**src/rtl/mac_ctrl_pkg.sv**
```systemverilog
// Shared definitions for the dot-product sequencer: state encoding,
// drain length and default widths.
package mac_ctrl_pkg;

  localparam int BITWIDTH_DEF = 32;
  localparam int ADDR_W_DEF   = 6;
  localparam int RESULT_W     = 2 * BITWIDTH_DEF;

  // Cycles spent after the last read before the result is captured:
  // one for the RAM read latency, one for the MAC update.
  localparam int DRAIN_CYCLES = 2;

  typedef enum logic [1:0] {
    IDLE  = 2'd0,
    FETCH = 2'd1,
    DRAIN = 2'd2,
    DONE  = 2'd3
  } state_t;

endpackage

```
**src/rtl/mac_addr_gen.sv**
```systemverilog
// Running address generator for the A/B operand RAMs. Loads base addresses,
// B stride and a saturated element count, then advances one element per step.
// The B address is accumulated by addition so no multiplier is needed.
module mac_addr_gen #(
  parameter int ADDR_W = 6
) (
  input  logic              clk,
  input  logic              rst_n,
  input  logic              load,
  input  logic              step,
  input  logic [ADDR_W-1:0] a_base,
  input  logic [ADDR_W-1:0] b_base,
  input  logic [ADDR_W-1:0] b_stride,
  input  logic [ADDR_W:0]   len,
  output logic [ADDR_W-1:0] a_addr,
  output logic [ADDR_W-1:0] b_addr,
  output logic              last
);

  logic [ADDR_W:0]   max_len;
  logic [ADDR_W:0]   len_sat;
  logic [ADDR_W:0]   remaining;
  logic [ADDR_W-1:0] stride_q;

  // Largest vector the address space can hold; longer requests are clipped.
  assign max_len = {1'b1, {ADDR_W{1'b0}}};
  assign len_sat = (len > max_len) ? max_len : len;

  // The element being addressed now is the final one of the vector.
  assign last = (remaining == (ADDR_W+1)'(1));

  // Address and count registers; addresses wrap modulo the RAM depth.
  always_ff @(posedge clk or negedge rst_n) begin
    if (!rst_n) begin
      a_addr    <= '0;
      b_addr    <= '0;
      stride_q  <= '0;
      remaining <= '0;
    end else if (load) begin
      a_addr    <= a_base;
      b_addr    <= b_base;
      stride_q  <= b_stride;
      remaining <= len_sat;
    end else if (step) begin
      a_addr    <= a_addr + ADDR_W'(1);
      b_addr    <= b_addr + stride_q;
      remaining <= remaining - (ADDR_W+1)'(1);
    end
  end

endmodule

```
**src/rtl/mac_dot_seq.sv**
```systemverilog
// Dot-product sequencer: reads len operand pairs from the A/B RAMs, streams
// them into an external MAC and captures the accumulated result.
//
// Handshakes:
//   start/done : start is taken only while idle (busy low); the job ends with
//                a single-cycle done pulse, result already valid in that cycle.
//   rd_en/rdata: a RAM read issued in cycle t returns data in cycle t+1;
//                mac_en marks the cycle that data is presented to the MAC.
module mac_dot_seq
  import mac_ctrl_pkg::*;
#(
  parameter int BITWIDTH = BITWIDTH_DEF,
  parameter int ADDR_W   = ADDR_W_DEF
) (
  input  logic                  clk,
  input  logic                  rst_n,
  input  logic                  start,
  input  logic                  abort,
  input  logic [ADDR_W:0]       len,
  input  logic [ADDR_W-1:0]     a_base,
  input  logic [ADDR_W-1:0]     b_base,
  input  logic [ADDR_W-1:0]     b_stride,
  output logic                  busy,
  output logic                  done,
  output logic [2*BITWIDTH-1:0] result,
  output logic [ADDR_W-1:0]     a_addr,
  output logic                  a_rd_en,
  input  logic [BITWIDTH-1:0]   a_rdata,
  output logic [ADDR_W-1:0]     b_addr,
  output logic                  b_rd_en,
  input  logic [BITWIDTH-1:0]   b_rdata,
  output logic [BITWIDTH-1:0]   mac_ain,
  output logic [BITWIDTH-1:0]   mac_bin,
  output logic                  mac_en,
  output logic                  mac_first,
  input  logic [2*BITWIDTH-1:0] mac_dout,
  output logic [1:0]            state_dbg
);

  state_t                state;
  state_t                state_nxt;
  logic                  accept;
  logic                  fetching;
  logic                  ag_last;
  logic                  drain_last;
  logic [1:0]            drain_cnt;
  logic                  first_pend;
  logic                  mac_en_q;
  logic                  mac_first_q;
  logic                  done_q;
  logic [2*BITWIDTH-1:0] result_q;

  assign accept     = (state == IDLE) && start;
  assign fetching   = (state == FETCH);
  assign drain_last = (drain_cnt == 2'(DRAIN_CYCLES - 1));
  assign state_dbg  = state;

  mac_addr_gen #(.ADDR_W(ADDR_W)) u_addr_gen (
    .clk      (clk),
    .rst_n    (rst_n),
    .load     (accept),
    .step     (fetching),
    .a_base   (a_base),
    .b_base   (b_base),
    .b_stride (b_stride),
    .len      (len),
    .a_addr   (a_addr),
    .b_addr   (b_addr),
    .last     (ag_last)
  );

  // State register.
  always_ff @(posedge clk or negedge rst_n) begin
    if (!rst_n) state <= IDLE;
    else        state <= state_nxt;
  end

  // Next-state logic; an empty vector skips straight to DONE.
  always_comb begin
    state_nxt = state;
    unique case (state)
      IDLE:  if (start) state_nxt = (len == '0) ? DONE : FETCH;
      FETCH: begin
        if (abort)        state_nxt = IDLE;
        else if (ag_last) state_nxt = DRAIN;
      end
      DRAIN: begin
        if (abort)           state_nxt = IDLE;
        else if (drain_last) state_nxt = DONE;
      end
      DONE:  state_nxt = IDLE;
      default: state_nxt = IDLE;
    endcase
  end

  // State-decoded outputs: reads are issued on every FETCH cycle.
  always_comb begin
    busy    = (state != IDLE);
    a_rd_en = fetching;
    b_rd_en = fetching;
  end

  // Counts cycles spent in DRAIN so the capture lands after the last MAC update.
  always_ff @(posedge clk or negedge rst_n) begin
    if (!rst_n)              drain_cnt <= '0;
    else if (state != DRAIN) drain_cnt <= '0;
    else                     drain_cnt <= drain_cnt + 2'd1;
  end

  // MAC valid pipeline: mac_en follows the read enable by the RAM latency;
  // first_pend marks the k = 0 read so only that beat restarts the sum.
  always_ff @(posedge clk or negedge rst_n) begin
    if (!rst_n) begin
      first_pend  <= 1'b0;
      mac_en_q    <= 1'b0;
      mac_first_q <= 1'b0;
    end else begin
      mac_en_q    <= fetching && !abort;
      mac_first_q <= fetching && first_pend && !abort;
      if (accept)        first_pend <= 1'b1;
      else if (fetching) first_pend <= 1'b0;
    end
  end

  // Result capture: cleared for an empty vector, otherwise sampled from the
  // MAC on the last DRAIN cycle; an abort leaves the previous result intact.
  always_ff @(posedge clk or negedge rst_n) begin
    if (!rst_n) begin
      result_q <= '0;
    end else if (accept && (len == '0)) begin
      result_q <= '0;
    end else if ((state == DRAIN) && drain_last && !abort) begin
      result_q <= mac_dout;
    end
  end

  // Registered completion pulse, high for the single DONE cycle.
  always_ff @(posedge clk or negedge rst_n) begin
    if (!rst_n) done_q <= 1'b0;
    else        done_q <= (state_nxt == DONE);
  end

  assign done      = done_q;
  assign result    = result_q;
  assign mac_en    = mac_en_q;
  assign mac_first = mac_first_q;
  // Operands pass straight from the RAMs; held at zero when the MAC is idle.
  assign mac_ain   = mac_en_q ? a_rdata : '0;
  assign mac_bin   = mac_en_q ? b_rdata : '0;

endmodule

```
**config.mk**
```make
export PLATFORM = sky130hd
export DESIGN_NAME = mac_dot_seq
export DESIGN_NICKNAME = d
export VERILOG_FILES = /design/src/rtl/mac_ctrl_pkg.sv /design/src/rtl/mac_addr_gen.sv /design/src/rtl/mac_dot_seq.sv
export SDC_FILE = /design/constraint.sdc
export NUM_CORES = 1
export LEC_CHECK = 0
export BUFFER_PORTS_ARGS = -buffer_cell sky130_fd_sc_hd__buf_2
export CORE_AREA = 3 3 117 119
export CTS_BUF_LIST = sky130_fd_sc_hd__clkbuf_4
export DETAILED_ROUTE_END_ITERATION = 16
export DIE_AREA = 0 0 120 122
export HOLD_SLACK_MARGIN = 0.06
export PLACE_DENSITY = 0.76
export SYNTH_ARGS = -nofsm -noshare
export SYNTH_HDL_FRONTEND = slang
export SYNTH_SLANG_ARGS = --single-unit
```
**constraint.sdc**
```tcl
create_clock -name clk -period 2.1 [get_ports clk]
set_input_delay 0.21 -clock clk [delete_from_list [all_inputs] [get_ports clk]]
set_output_delay 0.21 -clock clk [all_outputs]
set_load 0.1 [all_outputs]
```
==> summary.txt <==
Status
  • Status: complete, no violations

Min path
  • Hold WC Path Type: input port to flop

Setup path
  • Family with the most delay on the worst path: buffers and inverters
  • CP max FO: 65
  • Buffers & Inverters on Critical Path: 2
  • Reg2reg start: state_dbg[1]
  • Worst Path Required: 1.89 ns
  • R2R Path End: u_addr_gen.remaining[4]
  • Kind of critical path: flop to primary output
  • R2r setup slk: 0.18 ns
  • Slowest CP cell: buf_2
  • Crit path from: mac_en
  • Worst Setup End Kind: primary output
  • Reg2Reg Depth: 6
  • Worst-path cell chain: buf_6 -> and2_2 -> buf_2
  • Critical Path Max Stage Delay: 0.42 ns
  • Worst path arrival time: 1.75 ns
  • Worst Setup EP: mac_bin[22]
  • Crit path launch type: flop
  • Levels on crit path: 3

Global routing
  • Vias in the first global route: 5196
  • First-pass GRT wire length: 26200 microns
  • GRT Total Usage: 0.224
  • Largest net degree at the start of global routing: 66
  • GR Overflow Total: 0
  • Initial antenna violation count: 0

Placed design
  • PortBufs: 304
  • Place WS: 0.258 ns
  • Gpl congestion: 0.820
  • Placed Area: 6480 sq um
  • DPL Wire Length: 11600 microns

Floorplanning
  • Initial core utilization: 0.371
  • IO Count: 305
  • Die ar.: 14600 sq um
  • Die Ht: 122 microns
  • Cell Rows: 41
  • Die X-Extent: 120 microns
  • CORE AREA: 12700 sq um

Drt
  • DRT Pass-1 Iters: 4
  • Vias per cell: 4.84
  • # DRC: 0
  • Initial DRC Count: 346
  • Post-DRT Antenna Nets: 0
  • Wirelength, routed: 17100 microns
  • Routed via count: 5297
  • DR WL/cell: 15.6 microns

STA
  • FMAX: 509 MHz
  • Final setup fails: 0
  • Slew headroom: 0.607
  • Worst-Margin Slew: 0.589 ns
  • Post-Route Skew: 0.0259 ns
  • Final Worst Setup Slack: 0.136 ns
  • Slew Viols, Final: 0
  • Unrepaired setup endpoints after global routing: no
  • Period Utilization, post-route: 0.935
  • Hold slack: 0.109 ns
  • Min Tclk post-route: 1.96 ns
  • Hold Violations, Final: 0

Synth
  • Synth cell types: 47
  • Register bit total from synthesis: 97
  • Cells after Synth: 537
  • Cell area after synthesis: 4700 sq um
  • Post-Synthesis Net Count: 704
  • Syn avg cell area: 8.75 sq um
  • Synth Flop Type: dfrtp_1
  • Seq/Total Area, Yosys: 0.517
  • Asr flop ratio synth: 1.00
  • Yosys warnings: 0
  • EDFF count, synth: 0

Power and ir drop
  • Worst VDD drop: 0.865 mV
  • Power, Total: 0.00673 W
  • Leak Pwr: 4.01 nW
  • Cell Pwr Density: 888 nW/um^2

Final layout
  • Number of diodes: 0
  • Fin util: 0.598
  • Final instance area: 7580 sq um
  • Most frequent cells in the layout: buf_2, nand2_1, dlygate4sd3_1, dfrtp_1, a21oi_1
  • Layout cell share with drive strength beyond 1: 0.439
  • Commonest non-fill, non-tap cell in the layout: buf_2
  • Synth-to-layout area growth: 61.4%
  • # nets final: 1085

Clock network
  • Setup Fix Bufs, Post-CTS: 0
  • CTS tree: yes
  • CTS root buffer: clkbuf_4
  • Clock Path Buffers: 2
  • Clock latency on the worst-skew pair: 0.47 ns
  • CTS clock-pin slew for the worst setup and hold paths: 0.14 ns
  • H-tree Lvls: 3
  • TritonCTS buffer count: 9
  • CTS Sinks: 97

Job
  • Max-cap violations: 0
[worst min-delay path, cell delays in order]
cell and delay [ns]:
buf_2 0.10, nand2_1 0.07, nor2_1 0.11, a21oi_1 0.05
[worst min-delay path by stage]
stage,from,cells past startpoint,slack (ns),endpoint
4_1_cts,start,4,0.06,u_addr_gen.remaining[6]
3_5_place_dp,rst_n,1,0.17,result[23]
3_3_place_gp,rst_n,1,0.17,result[16]
6_report,start,4,0.11,u_addr_gen.remaining[6]
5_1_grt,start,4,0.11,u_addr_gen.remaining[6]
2_1_floorplan,rst_n,0,-0.09,done
[report_power, final]
group          leakage (nW)  internal, W  switching [W]
sequential             1.29      0.00211       0.000212
clock                0.0705     0.000267       0.000652
combinational          2.65     0.000895        0.00260
total                  4.01      0.00327        0.00346
[synthesized netlist by cell type, drive strengths merged, types with 2 or more instances]
cell    count  share of area
a211oi      2         0.0032
a22oi       2         0.0032
nor3        6         0.0075
nand4       3         0.0040
or4         2         0.0040
nor2b       2         0.0027
nand2b      2         0.0043
nand2     161           0.13
o21ai      12          0.013
nor3b       4         0.0064
or3         2         0.0027
xor2        4         0.0075
ha          9          0.024
inv         9         0.0072
nor2       15          0.012
a21oi      76          0.081
dfrtp      97           0.52
buf        20          0.023
clkbuf     16          0.013
nand3b      2         0.0032
a221o       2         0.0043
nand3       3         0.0032
xnor2       4         0.0075
and2       67          0.089
[registers in the layout, summed over array words and instances, names as in the netlist]
signal,count
result,64
first_pend,1
done,1
mac_first,1
u_addr_gen.stride_q,6
u_addr_gen.b_addr,6
u_addr_gen.a_addr,6
drain_cnt,2
u_addr_gen.remaining,7
mac_en,1
state_dbg,2
[what timing repair did]
action,in CTS,in global routing
cloned,0,0
endpoints found under the hold margin,189,0
hold buffers,92,0
setup endpoints to repair,15,54
gates resized for setup,13,17
[layer usage]
layer,vias up,track usage,share of wire
met5,-,0,0
met4,0,0.124,0.047
met3,64,0.0529,0.074
met2,264,0.405,0.53
met1,2463,0.241,0.35
li1,2506,-,-
[kinds of logic (layout without fill, tap and decap cells)]
| kind of cell | count (synthesis) | after routing | synth area share |
|---|---|---|---|
| compound gates | 101 | 101 | 0.116 |
| mux | 1 | 1 | 0.00213 |
| flops | 97 | 97 | 0.517 |
| simple gates | 275 | 275 | 0.278 |
| buf+inv | 45 | 431 | 0.0434 |
| fa+ha+maj | 10 | 10 | 0.0282 |
| xor+xnor | 8 | 8 | 0.0149 |
[metrics by stage]
stage	TNS, ns	std cells
2_1_floorplan	0	537
3_3_place_gp	0	988
3_5_place_dp	0	988
4_1_cts	-0.0969	1096
5_1_grt	0	1095
6_report	0	1095
[cell type report]
class                      instances  area [sq um]
inverter                           9          33.8
sequential                        97          2440
clock inverter                     6          42.5
multi-input combinational        395          2150
fill                            1059          5090
tap                              172           215
clock buffer                      10          75.1
timing repair buffer             406          2630
(Power assumes the default switching activity.)
